==> src/rtl/tt_um_rps_match.sv <==
// -----------------------------------------------------------------------------
// tt_um_rps_match
//
// Best-of-N rock-paper-scissors match controller for a Tiny Tapeout slot.
// Each player locks a move with a rising edge on its lock strobe. Once both
// moves are held, the round is resolved with a cyclic-dominance rule over
// NUM_MOVES moves; scores and a consecutive-tie count are tracked until one
// player reaches WINS_NEEDED or MAX_TIES non-decisive rounds occur in a row.
//
// Parameters
//   NUM_MOVES      odd, 3..7   legal moves are 0..NUM_MOVES-1
//   WINS_NEEDED    1..7        score that ends the match
//   MAX_TIES       1..15       consecutive non-decisive rounds for a draw
//   TIMEOUT_CYCLES 1..65535    single-capture wait limit (timeout build only)
//
// Ports
//   clk      in   clock
//   rst_n    in   asynchronous active-low reset
//   ena      in   slot enable; low freezes all state and edge detectors
//   ui_in    in   [2:0] P1 move, [5:3] P2 move, [6] P1 lock, [7] P2 lock
//   uio_in   in   [0] new_match; other bits ignored
//   uo_out   out  [1:0] last round result (00 tie, 01 P1, 10 P2, 11 both
//                 invalid), [2] round_done pulse, [3] P1 captured,
//                 [4] P2 captured, [6:5] match result (00 running, 01 P1,
//                 10 P2, 11 draw), [7] match_over
//   uio_out  out  [0] 0, [3:1] P1 score, [6:4] P2 score,
//                 [7] last round decided by timeout
//   uio_oe   out  constant 8'hFE
//
// Build option
//   RPS_LOCK_TIMEOUT_EN  when defined, a round with only one captured player
//                        is resolved in that player's favour after
//                        TIMEOUT_CYCLES enabled cycles.
// -----------------------------------------------------------------------------
module tt_um_rps_match #(
   parameter int NUM_MOVES      = 3,
   parameter int WINS_NEEDED    = 2,
   parameter int MAX_TIES       = 7,
   parameter int TIMEOUT_CYCLES = 1023
) (
   input  logic       clk,
   input  logic       rst_n,
   input  logic       ena,
   input  logic [7:0] ui_in,
   input  logic [7:0] uio_in,
   output logic [7:0] uo_out,
   output logic [7:0] uio_out,
   output logic [7:0] uio_oe
);

   // Stop elaboration of a configuration the datapath widths cannot hold.
   if (NUM_MOVES < 3 || NUM_MOVES > 7 || (NUM_MOVES % 2) == 0 ||
       WINS_NEEDED < 1 || WINS_NEEDED > 7 || MAX_TIES < 1 || MAX_TIES > 15 ||
       TIMEOUT_CYCLES < 1 || TIMEOUT_CYCLES > 65535) begin : g_bad_cfg
      $error("tt_um_rps_match: parameter out of range");
   end

   localparam logic [3:0] NM_L   = 4'(NUM_MOVES);
   localparam logic [3:0] HALF_L = 4'((NUM_MOVES - 1) / 2);
   localparam logic [2:0] WINS_L = 3'(WINS_NEEDED);
   localparam logic [3:0] TIES_L = 4'(MAX_TIES);

   typedef enum logic [1:0] {
      ST_COLLECT = 2'd0,
      ST_RESOLVE = 2'd1,
      ST_OVER    = 2'd2
   } state_e;

   // Round outcome for two held moves; an invalid move forfeits to the other
   // player and two invalid moves give the "no contest" code 11.
   function automatic logic [1:0] resolve_round(input logic [2:0] m1,
                                                input logic [2:0] m2);
      logic       v1;
      logic       v2;
      logic [3:0] d;
      logic [1:0] r;
      v1 = ({1'b0, m1} < NM_L);
      v2 = ({1'b0, m2} < NM_L);
      // (m1 - m2) mod NUM_MOVES without a divider: bias by NUM_MOVES first.
      d  = {1'b0, m1} + NM_L - {1'b0, m2};
      if (d >= NM_L) begin
         d = d - NM_L;
      end else begin
         d = d;
      end
      if (!v1 && !v2) begin
         r = 2'b11;
      end else if (!v1) begin
         r = 2'b10;
      end else if (!v2) begin
         r = 2'b01;
      end else if (d == 4'd0) begin
         r = 2'b00;
      end else if (d <= HALF_L) begin
         r = 2'b01;
      end else begin
         r = 2'b10;
      end
      return r;
   endfunction

   // Outcome of a timed-out round: the lone captured player wins if its move
   // is legal, otherwise the round is a no contest.
   function automatic logic [1:0] timeout_round(input logic       p1_held,
                                                input logic [2:0] m1,
                                                input logic [2:0] m2);
      logic [1:0] r;
      if (p1_held) begin
         r = ({1'b0, m1} < NM_L) ? 2'b01 : 2'b11;
      end else begin
         r = ({1'b0, m2} < NM_L) ? 2'b10 : 2'b11;
      end
      return r;
   endfunction

   state_e     state_q,      state_d;
   logic       p1_prev_q,    p1_prev_d;
   logic       p2_prev_q,    p2_prev_d;
   logic       nm_prev_q,    nm_prev_d;
   logic [2:0] p1_move_q,    p1_move_d;
   logic [2:0] p2_move_q,    p2_move_d;
   logic       p1_cap_q,     p1_cap_d;
   logic       p2_cap_q,     p2_cap_d;
   logic [1:0] result_q,     result_d;
   logic       round_done_q, round_done_d;
   logic [1:0] match_res_q,  match_res_d;
   logic       over_q,       over_d;
   logic [2:0] p1_score_q,   p1_score_d;
   logic [2:0] p2_score_q,   p2_score_d;
   logic [3:0] tie_cnt_q,    tie_cnt_d;
   logic       tmo_flag_q,   tmo_flag_d;

   logic       p1_edge_s;
   logic       p2_edge_s;
   logic       nm_edge_s;
   logic       round_tmo_s;
   logic [1:0] round_res_s;
   logic       unused_s;

`ifdef RPS_LOCK_TIMEOUT_EN
   localparam logic [15:0] TMO_L = 16'(TIMEOUT_CYCLES);
   logic [15:0] tmo_cnt_q,  tmo_cnt_d;
   logic        tmo_pend_q, tmo_pend_d;
   assign round_tmo_s = tmo_pend_q;
`else
   assign round_tmo_s = 1'b0;
`endif

   assign unused_s = &{1'b0, uio_in[7:1]};

   // Edges only count in enabled cycles; the previous-value registers hold
   // while ena is low so nothing is replayed afterwards unless still high.
   assign p1_edge_s = ena & ui_in[6]  & ~p1_prev_q;
   assign p2_edge_s = ena & ui_in[7]  & ~p2_prev_q;
   assign nm_edge_s = ena & uio_in[0] & ~nm_prev_q;

   assign round_res_s = round_tmo_s ? timeout_round(p1_cap_q, p1_move_q, p2_move_q)
                                    : resolve_round(p1_move_q, p2_move_q);

   // Next-state logic for the match FSM, scoreboard and edge detectors.
   always_comb begin
      state_d      = state_q;
      p1_prev_d    = p1_prev_q;
      p2_prev_d    = p2_prev_q;
      nm_prev_d    = nm_prev_q;
      p1_move_d    = p1_move_q;
      p2_move_d    = p2_move_q;
      p1_cap_d     = p1_cap_q;
      p2_cap_d     = p2_cap_q;
      result_d     = result_q;
      round_done_d = round_done_q;
      match_res_d  = match_res_q;
      over_d       = over_q;
      p1_score_d   = p1_score_q;
      p2_score_d   = p2_score_q;
      tie_cnt_d    = tie_cnt_q;
      tmo_flag_d   = tmo_flag_q;
`ifdef RPS_LOCK_TIMEOUT_EN
      tmo_cnt_d    = tmo_cnt_q;
      tmo_pend_d   = tmo_pend_q;
`endif

      if (ena) begin
         p1_prev_d    = ui_in[6];
         p2_prev_d    = ui_in[7];
         nm_prev_d    = uio_in[0];
         round_done_d = 1'b0;

         if (nm_edge_s) begin
            // new_match wins over any lock edge in the same cycle.
            state_d     = ST_COLLECT;
            p1_cap_d    = 1'b0;
            p2_cap_d    = 1'b0;
            result_d    = 2'b00;
            match_res_d = 2'b00;
            over_d      = 1'b0;
            p1_score_d  = 3'd0;
            p2_score_d  = 3'd0;
            tie_cnt_d   = 4'd0;
            tmo_flag_d  = 1'b0;
`ifdef RPS_LOCK_TIMEOUT_EN
            tmo_cnt_d   = 16'd0;
            tmo_pend_d  = 1'b0;
`endif
         end else begin
            case (state_q)
               ST_COLLECT: begin
                  // First edge per player wins; later re-locks are ignored.
                  if (p1_edge_s && !p1_cap_q) begin
                     p1_move_d = ui_in[2:0];
                     p1_cap_d  = 1'b1;
                  end else begin
                     p1_move_d = p1_move_q;
                  end
                  if (p2_edge_s && !p2_cap_q) begin
                     p2_move_d = ui_in[5:3];
                     p2_cap_d  = 1'b1;
                  end else begin
                     p2_move_d = p2_move_q;
                  end

                  if (p1_cap_d && p2_cap_d) begin
                     state_d = ST_RESOLVE;
`ifdef RPS_LOCK_TIMEOUT_EN
                     tmo_cnt_d = 16'd0;
                  end else if (p1_cap_q ^ p2_cap_q) begin
                     // Counts enabled cycles spent waiting on the second player.
                     tmo_cnt_d = tmo_cnt_q + 16'd1;
                     if (tmo_cnt_d == TMO_L) begin
                        state_d    = ST_RESOLVE;
                        tmo_pend_d = 1'b1;
                     end else begin
                        state_d    = ST_COLLECT;
                     end
`endif
                  end else begin
                     state_d = ST_COLLECT;
                  end
               end

               ST_RESOLVE: begin
                  result_d     = round_res_s;
                  round_done_d = 1'b1;
                  tmo_flag_d   = round_tmo_s;
                  p1_cap_d     = 1'b0;
                  p2_cap_d     = 1'b0;
`ifdef RPS_LOCK_TIMEOUT_EN
                  tmo_cnt_d    = 16'd0;
                  tmo_pend_d   = 1'b0;
`endif
                  case (round_res_s)
                     2'b01: begin
                        p1_score_d = (p1_score_q < WINS_L) ? p1_score_q + 3'd1 : p1_score_q;
                        tie_cnt_d  = 4'd0;
                     end
                     2'b10: begin
                        p2_score_d = (p2_score_q < WINS_L) ? p2_score_q + 3'd1 : p2_score_q;
                        tie_cnt_d  = 4'd0;
                     end
                     default: begin
                        tie_cnt_d  = (tie_cnt_q < TIES_L) ? tie_cnt_q + 4'd1 : tie_cnt_q;
                     end
                  endcase

                  if (p1_score_d == WINS_L) begin
                     state_d     = ST_OVER;
                     match_res_d = 2'b01;
                     over_d      = 1'b1;
                  end else if (p2_score_d == WINS_L) begin
                     state_d     = ST_OVER;
                     match_res_d = 2'b10;
                     over_d      = 1'b1;
                  end else if (tie_cnt_d == TIES_L) begin
                     state_d     = ST_OVER;
                     match_res_d = 2'b11;
                     over_d      = 1'b1;
                  end else begin
                     state_d     = ST_COLLECT;
                  end
               end

               ST_OVER: begin
                  state_d = ST_OVER;
               end

               default: begin
                  state_d = ST_COLLECT;
               end
            endcase
         end
      end else begin
         state_d = state_q;
      end
   end

   // All state registers; reset clears everything and drops any open round.
   always_ff @(posedge clk or negedge rst_n) begin
      if (!rst_n) begin
         state_q      <= ST_COLLECT;
         p1_prev_q    <= 1'b0;
         p2_prev_q    <= 1'b0;
         nm_prev_q    <= 1'b0;
         p1_move_q    <= 3'd0;
         p2_move_q    <= 3'd0;
         p1_cap_q     <= 1'b0;
         p2_cap_q     <= 1'b0;
         result_q     <= 2'b00;
         round_done_q <= 1'b0;
         match_res_q  <= 2'b00;
         over_q       <= 1'b0;
         p1_score_q   <= 3'd0;
         p2_score_q   <= 3'd0;
         tie_cnt_q    <= 4'd0;
         tmo_flag_q   <= 1'b0;
`ifdef RPS_LOCK_TIMEOUT_EN
         tmo_cnt_q    <= 16'd0;
         tmo_pend_q   <= 1'b0;
`endif
      end else begin
         state_q      <= state_d;
         p1_prev_q    <= p1_prev_d;
         p2_prev_q    <= p2_prev_d;
         nm_prev_q    <= nm_prev_d;
         p1_move_q    <= p1_move_d;
         p2_move_q    <= p2_move_d;
         p1_cap_q     <= p1_cap_d;
         p2_cap_q     <= p2_cap_d;
         result_q     <= result_d;
         round_done_q <= round_done_d;
         match_res_q  <= match_res_d;
         over_q       <= over_d;
         p1_score_q   <= p1_score_d;
         p2_score_q   <= p2_score_d;
         tie_cnt_q    <= tie_cnt_d;
         tmo_flag_q   <= tmo_flag_d;
`ifdef RPS_LOCK_TIMEOUT_EN
         tmo_cnt_q    <= tmo_cnt_d;
         tmo_pend_q   <= tmo_pend_d;
`endif
      end
   end

   assign uo_out  = {over_q, match_res_q, p2_cap_q, p1_cap_q, round_done_q, result_q};
   assign uio_out = {tmo_flag_q, p2_score_q, p1_score_q, 1'b0};
   assign uio_oe  = 8'hFE;

endmodule

==> config.mk <==
export PLATFORM = sky130hd
export DESIGN_NAME = tt_um_rps_match
export DESIGN_NICKNAME = d
export VERILOG_FILES = /design/src/rtl/tt_um_rps_match.sv
export SDC_FILE = /design/constraint.sdc
export NUM_CORES = 1
export LEC_CHECK = 0
export CORE_MARGIN = 5
export CORE_UTILIZATION = 45
export DETAILED_ROUTE_END_ITERATION = 8
export PLACE_DENSITY = 0.84
export SLEW_MARGIN = 30
export SYNTH_ARGS = -nofsm -noshare
export SYNTH_HDL_FRONTEND = slang
export SYNTH_SLANG_ARGS = --single-unit
==> constraint.sdc <==
create_clock -name clk -period 5.6 [get_ports clk]
set_clock_uncertainty 0.2 [all_clocks]
set_input_delay 0.84 -clock clk [delete_from_list [all_inputs] [get_ports clk]]
set_output_delay 0.84 -clock clk [all_outputs]
set_load 0.05 [all_outputs]
==> results.toml, run 1 <==
[clock_tree]
cts_sinks = 29
cts_hold_buf = 0
cts_buffers = 5
clk_latency_ns = 0.27
cts_tree = "yes"
htree_levels = 2
ctsResizeCount = 0
cts_root_buf = "clkbuf_8"
path_clk_slew_ns = 0.05
postCtsSetupBuffers = 0
clk_path_buf_depth = 2

[worst_setup_path]
end_kind = "flip-flop"
crit_family = "compound AO/OA/AOI/OAI gates"
r2r_cells = 15
critPathLaunchType = "flip-flop"
crit_chain = "inv_1, ha_1, ha_1, inv_1, fa_1, xor2_1, nand3b_1, xor2_1, a31oi_1, inv_1, ha_1, a32o_1, a311oi_1, nor2_1, o221a_2"
worst-path-max-fanout = 3
setup.worst_path.class = "reg -> reg"
max_stage_delay_ns = 0.38
cpMaxStageDelayCell = "a311oi_1"
arrival_ns = 3.66
worstPathRequired_ns = 5.56
critical_path_depth = 15
path_buf_inv = 3

[placement]
port_buffers = 25
placed_cells = 244
hpwl_um = 2430
gp_congestion = 0.808

[finish]
n_antenna_cell = 0
fin_cells = 251
drive_gt1_share_pct = 7.88
fillers = 340
syn2layout_area_growth_pct = 18.4
fin_nets = 233

[logic_synthesis]
synth_area_sq_um = 1730
yosys-top-cells-count = "dfrtp_1 (29), inv_1 (15), nand2_1 (15)"
yosysMostFrequentCell = "dfrtp_1"
synth_seq_area_share_pct = 41.9
postSynthCellCount = 179
yosys_warnings = 0
synth_ff_type = "dfrtp_1"
synth_cell_types = 44
async_flop_share_pct = 100
avgSynthCellArea_sq_um = 9.67
synth.ff_latch_count = 29
synth.area.top_cells = "dfrtp_1 (42%), ha_1 (7.2%), buf_4 (6.1%), o21ai_0 (3.5%), inv_1 (3.3%)"
synth_edf_count = 0
synth_top_cell_area_share_pct = 41.9
synth_area_leader_cell = "dfrtp_1"

[run]
drv_cap = 0

[sta]
relSlewSlack_pct = 66.6
min_period_ns = 3.71
timing_hold_violations_final = 0
setup_viol = 0
period_share_pct = 66.2
setup_tns_ns = 0
drv_slew = 0
worst_pin_slew_ns = 0.497
timing.fmax_mhz = 270
rsz0062_at_grt = "false"

[power_and_ir_drop]
finalPower_mw = 0.848
pwr_density_cell_nw_per_um2 = 414
power.leakage_nw = 0.929
power.ir.vdd_worst_uv = 175

[grt]
grt_max_degree = 30
grt_pass1_vias = 1310
grt-ovfl-total = 0
track_usage_pct = 13.7
grt_pass1_wl_um = 5610
grt_antenna_before_repair = 0

[drt]
drtAntennaViolNets = 0
drt-met1-wl_um = 1460
via_per_inst = 5.15
first_pass_iters = 4
dr.max_layer_used = "met4"
routedWlPerCell_um = 12.7
routed-wl-met2_um = 1550
dr_total_vias = 1292
drc = 0
wl_met3_um = 127
dr.first_iter.drc_count = 85
routed_wl_um = 3190

[floorplan]
die_y_um = 72.0
dieArea_sq_um = 5190
start_util_pct = 46.9
coreArea_sq_um = 3690
io_pins = 43
die_w_um = 72.0
row_count = 22

[worst_hold_path]
min_path_type = "reg -> reg"
worstHoldPathCells = 1

[outcome]
status = "completed"
## layout make-up
cell class              instances  area [sq um]  share of cell area [%]
inverters                      15          56.3                    2.75
clock buffers                   7          86.3                    4.21
flip-flops and latches         29           726                    35.4
multi-input cells             126           863                    42.1
repair buffers                 26           258                    12.6
well taps                      48          60.1                    2.93
## power by group
group          internal (mW)  switching [mW]  leakage [nW]  total, mW
Clock                 0.0971          0.0708        0.0443      0.168
Combinational          0.172           0.235         0.501      0.407
Sequential             0.243          0.0302         0.384      0.273
## layer usage
layer  global-route usage (%)  up-vias
li1                         -      648
met3                     3.32        7
met2                     23.0       21
met5                        0        -
met4                     5.64        0
met1                     16.7      616
## metrics by stage
| stage | hold slack [ns] | instance area, sq um | utilization (%) | setup slack (ns) |
|---|---|---|---|---|
| after detailed placement | 0.281 | 1960 | 53.2 | 1.91 |
| after floorplan | 0.265 | 1760 | - | 2.28 |
| after CTS | 0.300 | 2050 | 55.6 | 1.89 |
| final | 0.296 | 2050 | 55.6 | 1.89 |
| after global placement | 0.284 | 1960 | 53.2 | 1.95 |
| after global routing | 0.337 | 2050 | 55.6 | 1.63 |
## path summary, 6_finish.rpt
path / start / end / slack (ns)
worst max-delay path: p2_move_q[1] / match_res_q[1] / 1.89
worst min-delay path: match_res_q[0] / match_res_q[0] / 0.30
worst max register to register: p2_move_q[1] / match_res_q[1] / 1.89
worst min register to register: match_res_q[0] / match_res_q[0] / 0.30
max in group asynchronous: rst_n / state_q[1] / 4.17
min in group asynchronous: rst_n / p1_cap_q / 0.75
## cell usage in the layout, fill, tap and decap left out, types with 2 or more instances in the layout
master,netlist,routed
o21a_1,4,4
clkdlybuf4s50_1,0,25
o21ai_0,12,12
a31oi_1,5,5
xnor2_1,3,3
o22ai_1,3,3
nor3_1,2,2
nand2_1,15,15
o31ai_1,2,2
inv_1,15,15
nand2b_1,2,2
xor2_1,2,2
nor2b_1,5,5
mux2_4,3,3
ha_1,10,10
conb_1,2,10
a21oi_1,9,9
clkbuf_8,0,6
mux2_1,2,2
nand3_1,3,3
dfrtp_1,29,29
nor2_1,12,12
## flip-flops by register name (all words and copies together), names as in the netlist
name	cells
p2_prev_q	1
state_q	2
p1_move_q	3
nm_prev_q	1
p1_cap_q	1
p2_cap_q	1
result_q	2
match_res_q	2
round_done_q	1
p1_prev_q	1
over_q	1
p2_score_q	3
p1_score_q	3
p2_move_q	3
tie_cnt_q	4
## logic make-up after synthesis
| group | count (synthesis) | synth area share, % |
|---|---|---|
| AND/OR/NAND/NOR | 51 | 16.5 |
| AO/OA/AOI/OAI | 42 | 15.2 |
| buffers and inverters | 32 | 9.97 |
| flip-flops | 29 | 41.9 |
| adder cells (fa/ha/maj) | 11 | 8.38 |
| multiplexers | 7 | 5.13 |
| XOR/XNOR | 5 | 2.53 |
| other | 2 | 0.434 |
No activity file was read; power rests on OpenSTA's default activity.
==> run 2: changes to the inputs <==
Clock period 5.6 ns to 3.8 ns, I/O delays scaled along.
==> results.toml, run 2 (same netlist as run 1, synthesis figures left out) <==
[drt]
dr.first_iter.drc_count = 50
first_pass_iters = 4
routed_wl_um = 3360
drc = 0
drtAntennaViolNets = 0
dr_total_vias = 1322
routedWlPerCell_um = 13.3
via_per_inst = 5.23

[grt]
grt_pass1_wl_um = 5650
grt_antenna_before_repair = 0
grt-ovfl-total = 0
grt_pass1_vias = 1320
track_usage_pct = 13.9
grt_max_degree = 30

[finish]
fin_nets = 234
final_common_cell = "dfrtp_1"
finish.utilization_pct = 56.4
drive_gt1_share_pct = 10.7
largest_register = "tie_cnt_q"
largest_register_ffs = 4
n_antenna_cell = 0
mostFrequentLayoutCells = "dfrtp_1 (29), clkdlybuf4s50_1 (25), inv_1 (15), nand2_1 (15), o21ai_0 (12)"
fin_cells = 253
syn2layout_area_growth_pct = 20.2

[sta]
min_period_ns = 3.60
worst_slack_ns = 0.195
relSlewSlack_pct = 65.8
timing.fmax_mhz = 277
setup_viol = 0
worst_pin_slew_ns = 0.511
period_share_pct = 94.9
timing_hold_violations_final = 0
drv_slew = 0
whs_ns = 0.295

[placement]
gp_congestion = 0.797
port_buffers = 25
placed_cells = 244
hpwl_um = 2460
pre_cts_ws_ns = 0.103

[floorplan]
start_util_pct = 46.9
die_w_um = 72.0
die_y_um = 72.0
row_count = 22
io_pins = 43
dieArea_sq_um = 5190
coreArea_sq_um = 3690

[worst_setup_path]
r2r_end = "match_res_q[1]"
reg2reg_from = "p2_move_q[1]"
worstPathRequired_ns = 3.76
r2r_cells = 16
worst-path-max-fanout = 6
critPathLaunchType = "flip-flop"
arrival_ns = 3.57
end_kind = "flip-flop"
ff2ff_setup_slack_ns = 0.20
setup.worst_path.class = "reg -> reg"

[outcome]
status = "completed"

[power_and_ir_drop]
power.leakage_nw = 0.934
finalPower_mw = 1.32
power.ir.vdd_worst_uv = 250
pwr_density_cell_nw_per_um2 = 632

[worst_hold_path]
min_path_type = "reg -> reg"
hold_path_end = "match_res_q[0]"
hold_start = "match_res_q[0]"
worstHoldPathCells = 1

[run]
drv_cap = 0

[clock_tree]
cts_root_buf = "clkbuf_8"
htree_levels = 2
clk_path_buf_depth = 2
cts_tree = "yes"
path_clk_slew_ns = 0.06
cts_buffers = 5
cts_sinks = 29
clk_latency_ns = 0.28
[run 2: routing by layer]
metal  up-vias  wire length [um]  track usage (%)
met1       636              1470             16.2
met2        28              1680             24.2
met3         7               154             4.16
met5         -                 0                0
li1        651                 -                -
met4         0                51             5.01
[run 2: report_power, final]
group          internal, mW  switching [mW]
Sequential            0.358          0.0453
Clock                 0.130           0.113
Combinational         0.281           0.389
[run 2: through the flow]
stage          instance area (sq um)  setup TNS (ns)
6_report                        2080               0
5_1_grt                         2080         -0.0138
4_1_cts                         2040               0
3_5_place_dp                    1960               0
3_3_place_gp                    1960               0
2_1_floorplan                   1760               0
[run 2: critical path, cell delays in order, from the launching register on]
cell	delay (ns)
dfrtp_1	0.37
inv_1	0.05
ha_1	0.27
ha_1	0.14
inv_1	0.05
fa_1	0.40
xor2_2	0.24
o21ai_0	0.15
o22ai_2	0.17
o21a_1	0.17
inv_1	0.05
ha_1	0.35
nand2_1	0.09
mux2i_1	0.10
a311oi_2	0.35
nor2_2	0.09
o221a_2	0.26
[run 2: worst max-delay path by stage]
stage,startpoint,to,cells past startpoint
2_1_floorplan,p1_move_q[1],match_res_q[1],14
5_1_grt,p2_move_q[1],match_res_q[1],16
4_1_cts,p2_move_q[1],match_res_q[1],15
3_5_place_dp,p2_move_q[1],match_res_q[1],15
6_report,p2_move_q[1],match_res_q[1],16
3_3_place_gp,p2_move_q[1],match_res_q[1],15
[run 2: area by class of cell]
class | instances | area (sq um)
repair buffers | 27 | 265
inverters | 15 | 56.3
multi-input cells | 126 | 895
flip-flops and latches | 29 | 726
fillers | 312 | 1610
clock buffers | 8 | 80.1
well taps | 48 | 60.1
[run 2: what timing repair did]
action / in CTS / in global routing
hold buffers: 0 / 0
resized for setup: 0 / 6
setup buffers: 0 / 1
endpoints found under the setup margin: 0 / 3
==> run 3: changes to the inputs <==
Settings changed: SETUP_SLACK_MARGIN set to 0.15.
Clock period 3.8 ns to 3.65 ns, I/O delays scaled along.
==> results.toml, run 3 (same netlist as run 1, synthesis figures left out) <==
[clock_tree]
clk_path_buf_depth = 2
cts_buffers = 5
htree_levels = 2
cts_sinks = 29
cts_tree = "yes"
path_clk_slew_ns = 0.06
cts_root_buf = "clkbuf_8"
clk_latency_ns = 0.28

[sta]
timing_hold_violations_final = 0
timing.fmax_mhz = 285
relSlewSlack_pct = 63.6
rsz0062_at_grt = "true"
whs_ns = 0.285
worst_slack_ns = 0.145
setup_viol = 0
min_period_ns = 3.50
worst_pin_slew_ns = 0.544
drv_slew = 0
period_share_pct = 96.0

[grt]
use_met3_pct = 4.99
met1_usage_pct = 17.9
grt_pass1_wl_um = 5940
met2_usage_pct = 23.5
busiest_layer = "met2"
grt-ovfl-total = 0
grt_pass1_vias = 1337
grt_antenna_before_repair = 0
grt_max_degree = 30
track_usage_pct = 14.5

[power_and_ir_drop]
clockPowerShare_pct = 15.2
pwr_density_cell_nw_per_um2 = 735
internal-power_mw = 0.960
power.ir.vdd_worst_uv = 293
power.leakage_nw = 0.989
power_frac_comb_pct = 59.4
power.switching_mw = 0.689
pwr-share-seq_pct = 25.4
switching_share_pct = 41.8

[finish]
fin_nets = 242
drive_gt1_share_pct = 21.1
final_common_cell = "dfrtp_1"
syn2layout_area_growth_pct = 29.6
largest_register = "tie_cnt_q"
mostFrequentLayoutCells = "dfrtp_1 (29), clkdlybuf4s50_1 (25), inv_1 (14), nand2_1 (14), nor2_1 (11)"
final_area_sq_um = 2240
fin_cells = 261
largest_register_ffs = 4
n_antenna_cell = 0

[drt]
first_pass_iters = 4
via_per_inst = 5.20
dr.first_iter.drc_count = 46
drc = 0
routedWlPerCell_um = 13.9
drtAntennaViolNets = 0
dr_total_vias = 1357
routed_wl_um = 3620

[floorplan]
dieArea_sq_um = 5190
start_util_pct = 46.9
die_w_um = 72.0
row_count = 22
die_y_um = 72.0
coreArea_sq_um = 3690
io_pins = 43

[worst_setup_path]
crit_family = "adder cells"
worstPathRequired_ns = 3.61
path_buf_inv = 2
crit_chain = "ha_4, ha_4, inv_2, fa_2, o21ai_2, a31oi_1, o22ai_2, o21a_1, inv_1, ha_4, nand2_1, mux2i_4, a311oi_4, nor2_2, o221a_2"
worst-path-max-fanout = 6
critPathLaunchType = "flip-flop"
arrival_ns = 3.46
cpMaxStageDelayCell = "fa_2"
reg2reg_from = "p1_move_q[1]"
max_stage_delay_ns = 0.58
cp-startpoint = "p1_move_q[1]"
setup.worst_path.class = "reg -> reg"
cp_common_cell = "ha_4"
end_kind = "flip-flop"

[placement]
placed_cells = 246
hpwl_um = 2470
dpl_cell_area_sq_um = 1980
port_buffers = 25
gp_congestion = 0.803
pre_cts_ws_ns = -0.0340

[worst_hold_path]
min_path_type = "reg -> reg"
hold_start = "over_q"

[outcome]
status = "completed"

[run]
drv_cap = 0
run 3: cell count changes in the layout (fill, tap and decap cells not counted), moves of 2 or more:
cell | before | now
ha_1 | 10 | 6
o21ai_0 | 12 | 10
ha_4 | 0 | 3
o21ai_2 | 0 | 2
buf_4 | 2 | 10
clkbuf_1 | 3 | 1
clkinv_2 | 0 | 2
run 3: metrics by stage:
step                      util [%]  setup TNS, ns  power, mW
after floorplan                  -              0      0.919
after global placement        53.6              0       1.03
after detailed placement      53.6        -0.0340       1.06
after CTS                     58.5              0       1.50
after global routing          60.8              0       1.76
final                         60.8              0       1.65
run 3: cell type report:
class	count	area, sq um
Tap cell	48	60.1
Multi-Input combinational cell	126	993
Timing Repair Buffer	35	325
Clock inverter	2	10.0
Sequential cell	29	726
Clock buffer	6	72.6
Inverter	15	56.3
Fill cell	289	1450
run 3: routing by layer:
| metal | vias up | routed length, um |
|---|---|---|
| li1 | 663 | - |
| met1 | 659 | 1560 |
| met2 | 27 | 1810 |
| met3 | 8 | 188 |
| met4 | 0 | 61 |
| met5 | - | 0 |
run 3: what timing repair did:
item                                    in CTS  in global routing
endpoints found under the setup margin       4                  4
setup buffers                                6                  1
gates resized for setup                      9                 15
cloned                                       0                  0
pin swaps                                    9                  6
hold buffers                                 0                  0
run 3: worst register-to-register path, cell delays in order, from the launching register on:
cell and delay [ns]:
dfrtp_1 0.41, ha_4 0.28, ha_4 0.12, inv_2 0.03, fa_2 0.58, o21ai_2 0.07
a31oi_1 0.16, o22ai_2 0.12, o21a_1 0.20, inv_1 0.09, ha_4 0.23, nand2_1 0.12
mux2i_4 0.10, a311oi_4 0.34, nor2_2 0.10, o221a_2 0.24
run 3: worst paths after layout:
kind	endpoint	slack [ns]	cells past startpoint
max	match_res_q[1]	0.15	15
min	over_q	0.29	1
max reg2reg	match_res_q[1]	0.15	15
min reg2reg	over_q	0.29	1
max in group asynchronous	p2_score_q[2]	2.52	2
min in group asynchronous	p1_move_q[2]	0.46	2
run 3: power groups by stage:
stage / registers [mW] / logic [mW] / clock network (mW)
2_1_floorplan: 0.458 / 0.462 / 0
3_3_place_gp: 0.423 / 0.606 / 0
3_5_place_dp: 0.424 / 0.637 / 0
4_1_cts: 0.416 / 0.834 / 0.255
5_1_grt: 0.426 / 1.06 / 0.272
6_report: 0.418 / 0.980 / 0.251
